<file path="src/rtl/lbr_filtered_unit_pkg.sv">
// lbr_filtered_unit_pkg: shared encodings and status layout for the filtered last-branch-record unit
package lbr_filtered_unit_pkg;
  typedef enum logic [1:0] {REQ_IDLE, REQ_CONFIG, REQ_READ, REQ_CLEAR} lbr_req_e;
  typedef enum logic [1:0] {SEL_PC4, SEL_BRANCH, SEL_JAL, SEL_JALR} pc_sel_e;
  localparam int MASK_BRANCH = 0;
  localparam int MASK_JAL = 1;
  localparam int MASK_JALR = 2;
  localparam logic [2:0] MASK_RESET = 3'b111;
  typedef struct packed {
    logic overflow;
    logic frozen;
    logic freeze_en;
    logic [2:0] mask;
  } lbr_flags_t;
endpackage

</file>
<file path="src/rtl/lbr_record_ram.sv">
// lbr_record_ram: record storage with one write port, one combinational read port and a synchronous clear
module lbr_record_ram #(
  parameter int WIDTH = 32,
  parameter int DEPTH = 8,
  parameter int AW = 3
) (
  input  logic clock,
  input  logic reset,
  input  logic clear,
  input  logic we,
  input  logic [AW-1:0] waddr,
  input  logic [WIDTH-1:0] wdata,
  input  logic [AW-1:0] raddr,
  output logic [WIDTH-1:0] rdata
);
  logic [WIDTH-1:0] mem [DEPTH];
  always_ff @(posedge clock or negedge reset)
    if (!reset) for (int i = 0; i < DEPTH; i++) mem[i] <= '0;
    else if (clear) for (int i = 0; i < DEPTH; i++) mem[i] <= '0;
    else if (we) mem[waddr] <= wdata;
  assign rdata = mem[raddr];
endmodule

</file>
<file path="src/rtl/lbr_filtered_unit.sv">
// lbr_filtered_unit: filtered last-branch-record buffer with freeze, overflow, clear and registered newest-first reads
module lbr_filtered_unit
  import lbr_filtered_unit_pkg::*;
#(
  parameter int DATA_WIDTH = 16,
  parameter int DEPTH = 8,
  parameter int LOG2_DEPTH = 3
) (
  input  logic clock,
  input  logic reset,
  input  logic stall,
  input  logic [1:0] next_PC_sel,
  input  logic [DATA_WIDTH-1:0] PC_address,
  input  logic [DATA_WIDTH-1:0] branch_target,
  input  logic [DATA_WIDTH-1:0] JAL_target,
  input  logic [DATA_WIDTH-1:0] JALR_target,
  input  logic [1:0] lbrReq,
  input  logic [DATA_WIDTH-1:0] RW_address,
  input  logic [DATA_WIDTH-1:0] ALU_result,
  output logic [DATA_WIDTH-1:0] output_data,
  output logic output_valid
);
  logic [LOG2_DEPTH-1:0] wr_ptr, rd_idx, k;
  logic [LOG2_DEPTH:0] count;
  lbr_flags_t flags;
  logic [DATA_WIDTH-1:0] tgt, rd_data;
  logic [2*DATA_WIDTH-1:0] rec;
  logic type_ok, want, full, drop, cap, clr;
  always_comb begin
    tgt = next_PC_sel == SEL_BRANCH ? branch_target : next_PC_sel == SEL_JAL ? JAL_target : JALR_target;
    type_ok = (next_PC_sel == SEL_BRANCH && flags.mask[MASK_BRANCH]) ||
              (next_PC_sel == SEL_JAL && flags.mask[MASK_JAL]) ||
              (next_PC_sel == SEL_JALR && flags.mask[MASK_JALR]);
    full = count == (LOG2_DEPTH+1)'(DEPTH);
    clr = lbrReq == REQ_CLEAR;
    want = !stall && type_ok && !flags.frozen && !clr;
    drop = want && full && flags.freeze_en;
    cap = want && !drop;
    k = RW_address[LOG2_DEPTH:1];
    rd_idx = wr_ptr - 1'b1 - k;
    rd_data = RW_address < DATA_WIDTH'(2*DEPTH) ?
                ({1'b0, k} < count ? (RW_address[0] ? rec[DATA_WIDTH-1:0] : rec[2*DATA_WIDTH-1:DATA_WIDTH]) : '0) :
              RW_address == DATA_WIDTH'(2*DEPTH) ? DATA_WIDTH'({count, flags}) : '0;
  end
  lbr_record_ram #(.WIDTH(2*DATA_WIDTH), .DEPTH(DEPTH), .AW(LOG2_DEPTH)) u_ram (
    .clock(clock),
    .reset(reset),
    .clear(clr),
    .we(cap),
    .waddr(wr_ptr),
    .wdata({PC_address, tgt}),
    .raddr(rd_idx),
    .rdata(rec)
  );
  always_ff @(posedge clock or negedge reset)
    if (!reset) begin
      wr_ptr <= '0;
      count <= '0;
      flags <= '{overflow: 1'b0, frozen: 1'b0, freeze_en: 1'b0, mask: MASK_RESET};
      output_data <= '0;
      output_valid <= 1'b0;
    end else begin
      output_valid <= lbrReq == REQ_READ;
      if (lbrReq == REQ_READ) output_data <= rd_data;
      if (lbrReq == REQ_CONFIG) begin
        flags.mask <= ALU_result[2:0];
        flags.freeze_en <= ALU_result[3];
      end
      if (clr) begin
        wr_ptr <= '0;
        count <= '0;
        flags.overflow <= 1'b0;
        flags.frozen <= 1'b0;
      end else begin
        if (cap) begin
          wr_ptr <= wr_ptr + 1'b1;
          count <= full ? count : count + 1'b1;
        end
        if (want && full) flags.overflow <= 1'b1;
        if (drop) flags.frozen <= 1'b1;
      end
    end
endmodule

</file>
<file path="config.mk">
export PLATFORM = sky130hd
export DESIGN_NAME = lbr_filtered_unit
export DESIGN_NICKNAME = d
export VERILOG_FILES = /design/src/rtl/lbr_filtered_unit_pkg.sv /design/src/rtl/lbr_record_ram.sv /design/src/rtl/lbr_filtered_unit.sv
export SDC_FILE = /design/constraint.sdc
export NUM_CORES = 1
export LEC_CHECK = 0
export BUFFER_PORTS_ARGS = -buffer_cell sky130_fd_sc_hd__buf_2
export CORE_ASPECT_RATIO = 1.1
export CORE_MARGIN = 3
export CORE_UTILIZATION = 65
export CTS_CLUSTER_SIZE = 8
export DETAILED_ROUTE_END_ITERATION = 16
export PLACE_DENSITY = 0.92
export SKIP_LAST_GASP = 1
export SYNTH_ARGS = -nofsm -noshare
export SYNTH_HDL_FRONTEND = slang
export SYNTH_SLANG_ARGS = --single-unit
</file>
<file path="constraint.sdc">
create_clock -name clock -period 3.9 [get_ports clock]
set_input_delay 0.39 -clock clock [delete_from_list [all_inputs] [get_ports clock]]
set_output_delay 0.39 -clock clock [all_outputs]
set_load 0.02 [all_outputs]
</file>
==> flow_summary.yaml <==
outcome:
  run_status: "completed"
placement:
  portBuffers: 107
  gp_congestion: 0.842
  dp.cells: 1763
  dp_hpwl_mm: 28.4
  placed_cell_area_sq_um: 16200
run:
  cap_violations: 0
grt:
  grt_pass1_vias: 14600
  track_usage: 0.387
  grt_max_degree: 120
  grt_pass1_wl_mm: 79.5
  antenna_found_initial: 2
  grt_overflow: 0
hold_path:
  holdPathStages: 2
  hp-class: "input port to flop"
cts:
  htreeDepth: 2
  cts_buffer_depth: 3
  cts_tree: "built"
  clock_sinks: 286
  cts_inserted_buffers: 41
  clockRootBuffer: "clkbuf_16"
  worstSkewPairLatency_ns: 0.55
  clk_pin_slew_worst_paths_ns: 0.05
  post_cts_buffers: 0
yosys:
  synth_nets: 1607
  ys_seq_elements: 286
  synth-simple-area-share: 0.144
  synthXorXnorAreaFrac: 0.00202
  synth_top_family_by_area: "compound AO/OA/AOI/OAI gates"
  synthFlopType: "dfrtp_1"
  syn_area_sq_um: 15500
  postSynthAreaPerCell_sq_um: 10.3
  yosysUniqueCellTypes: 53
  synth_compound_area_frac: 0.180
  synth_mux_area_frac: 0.142
  synth-edff-count: 0
  syn_inst: 1497
  ys_warn_count: 0
  synth_fa_ha_area_frac: 0.00615
  seq_area_frac_synth: 0.463
  async_flop_share: 1.00
timing:
  setup_viol: 0
  slew_violations: 0
  finalCritPeriodShare: 0.822
  setup_tns_ns: 0
  period_needed_ns: 3.21
  rsz0062_at_grt: "no"
  slew_headroom: 0.261
  hold_violations: 0
  tightest_slew_ns: 1.11
  clock_skew_ns: 0.0288
  fmax_mhz: 312
  whs_ns: 0.0954
layout:
  layout_commonest_cell: "dfrtp_1"
  final_layout_size_suffix_gt1_frac: 0.209
  final_cell_mix: "dfrtp_1 (283), a21oi_1 (144), o31ai_1 (142)"
  num-nets-final: 1617
  instances_no_fill: 1818
  fin_area_sq_um: 17300
  antenna_cells: 0
  syn2layout_area_growth_pct: 12.1
  fill_cells: 1342
detailed_routing:
  vias: 14500
  drt_iter0_drc: 2509
  totalWireLength_mm: 51.0
  avgViaCountPerCell: 7.98
  drc_errors: 0
  first_pass_iters: 8
  drt-wirelength-per-cell_um: 28.0
  ant_nets: 0
power_and_ir_drop:
  leakagePower_nw: 7.24
  power.total_mw: 8.15
  power.density_nw_per_um2: 470
  ir_worst_vdd_mv: 0.378
setup_path:
  crit_chain: "fa_2 -> buf_4 -> mux4_2 -> mux2i_1 -> mux2_2 -> o21ai_0"
  crit_slowest_cell: "fa_2"
  rr_worst_depth: 6
  cpPeakStageDelay_ns: 0.71
  end_kind: "flop"
  cp.required_ns: 4.30
  cp-start-kind: "flop"
  worstSetupPathType: "flop to flop"
  arrival_ns: 3.60
  crit_fanout: 38
floorplan:
  dieHeight_um: 168
  die_w_um: 153
  initial_core_util: 0.668
  coreArea_sq_um: 23100
  ios: 120
  die_area_sq_um: 25700
  fp-row-count: 58
[worst max-delay path, delay by kind of cell (launching register included)]
family | cells | cell delay [ns]
adder cells (fa/ha/maj) | 1 | 0.71
flip-flops | 1 | 0.68
multiplexers | 3 | 1.06
AO/OA/AOI/OAI | 1 | 0.08
buffers and inverters | 1 | 0.53
[synthesized netlist by cell type, types with 7 or more instances]
master,instances,area share
nor2_1,9,0.0022
mux4_2,64,0.093
clkbuf_2,10,0.0032
buf_1,8,0.0019
nor3b_1,14,0.0068
a221o_1,14,0.0091
or4_1,45,0.022
o31ai_1,142,0.069
nand4_1,135,0.055
a21oi_1,144,0.047
o22ai_1,70,0.028
mux2_2,21,0.015
a32oi_1,10,0.0057
nand2_1,136,0.033
nor4_1,10,0.0040
o21ai_0,45,0.015
buf_2,40,0.013
mux2i_1,52,0.034
dfrtp_1,283,0.46
clkbuf_1,138,0.034
inv_1,36,0.0087
nand3_1,7,0.0023
[worst paths after layout]
check | from | endpoint | slack (ns)
setup reg to reg | wr_ptr[1]$_DFFE_PN0P_ | output_data[5]$_DFFE_PN0P_ | 0.69
min in group asynchronous | reset | u_ram.mem[202]$_DFFE_PN0P_ | 0.51
max in group asynchronous | reset | u_ram.mem[28]$_DFFE_PN0P_ | 2.34
hold reg to reg | output_data[11]$_DFFE_PN0P_ | output_data[11]$_DFFE_PN0P_ | 0.47
hold / removal | ALU_result[1] | flags[1]$_DFFE_PN1N_ | 0.1
setup / recovery | wr_ptr[1]$_DFFE_PN0P_ | output_data[5]$_DFFE_PN0P_ | 0.69
[through the flow]
step / setup slack (ns) / util
final: 0.693 / 0.749
after CTS: 0.797 / 0.749
after detailed placement: 0.735 / 0.699
after floorplan: 1.36 / -
after global routing: 0.704 / 0.749
after global placement: 0.863 / 0.699
[sequential cells by signal, summed over array words and instances (netlist names)]
name,cells
count,4
flags,6
output_data,16
output_valid,1
u_ram.mem,256
wr_ptr,3
[repair_timing]
action	4_1_cts	5_1_grt
resized for setup	0	0
hold buffers	1	0
endpoints found under the hold margin	5	0
[kinds of logic after synthesis]
family	Yosys count
AND/OR/NAND/NOR	391
flip-flops	286
buffers and inverters	235
multiplexers	137
AO/OA/AOI/OAI	439
XOR/XNOR	2
adder cells (fa/ha/maj)	7
[where the power goes]
group,internal [mW],switching [mW]
Sequential,3.11,0.110
Combinational,0.558,1.12
Clock,1.95,1.30
Total,5.62,2.53
[metal layers]
layer,wire (um),GRT usage,share of wire
met4,3570,0.235,0.070
met5,27,0.00381,0.00053
met1,16600,0.482,0.33
met2,23400,0.594,0.46
met3,7360,0.121,0.14
[cell type report]
cell class              instances  area, sq um  area share
repair buffers                165         1090      0.0627
multi-input cells             976         7430       0.429
flip-flops and latches        286         7160       0.413
inverters                      37          140     0.00809
clock buffers                  52         1100      0.0634
clock inverters                 2         36.3     0.00209
well taps                     300          375      0.0217
Note: power is estimated with default switching activity, not from simulation.
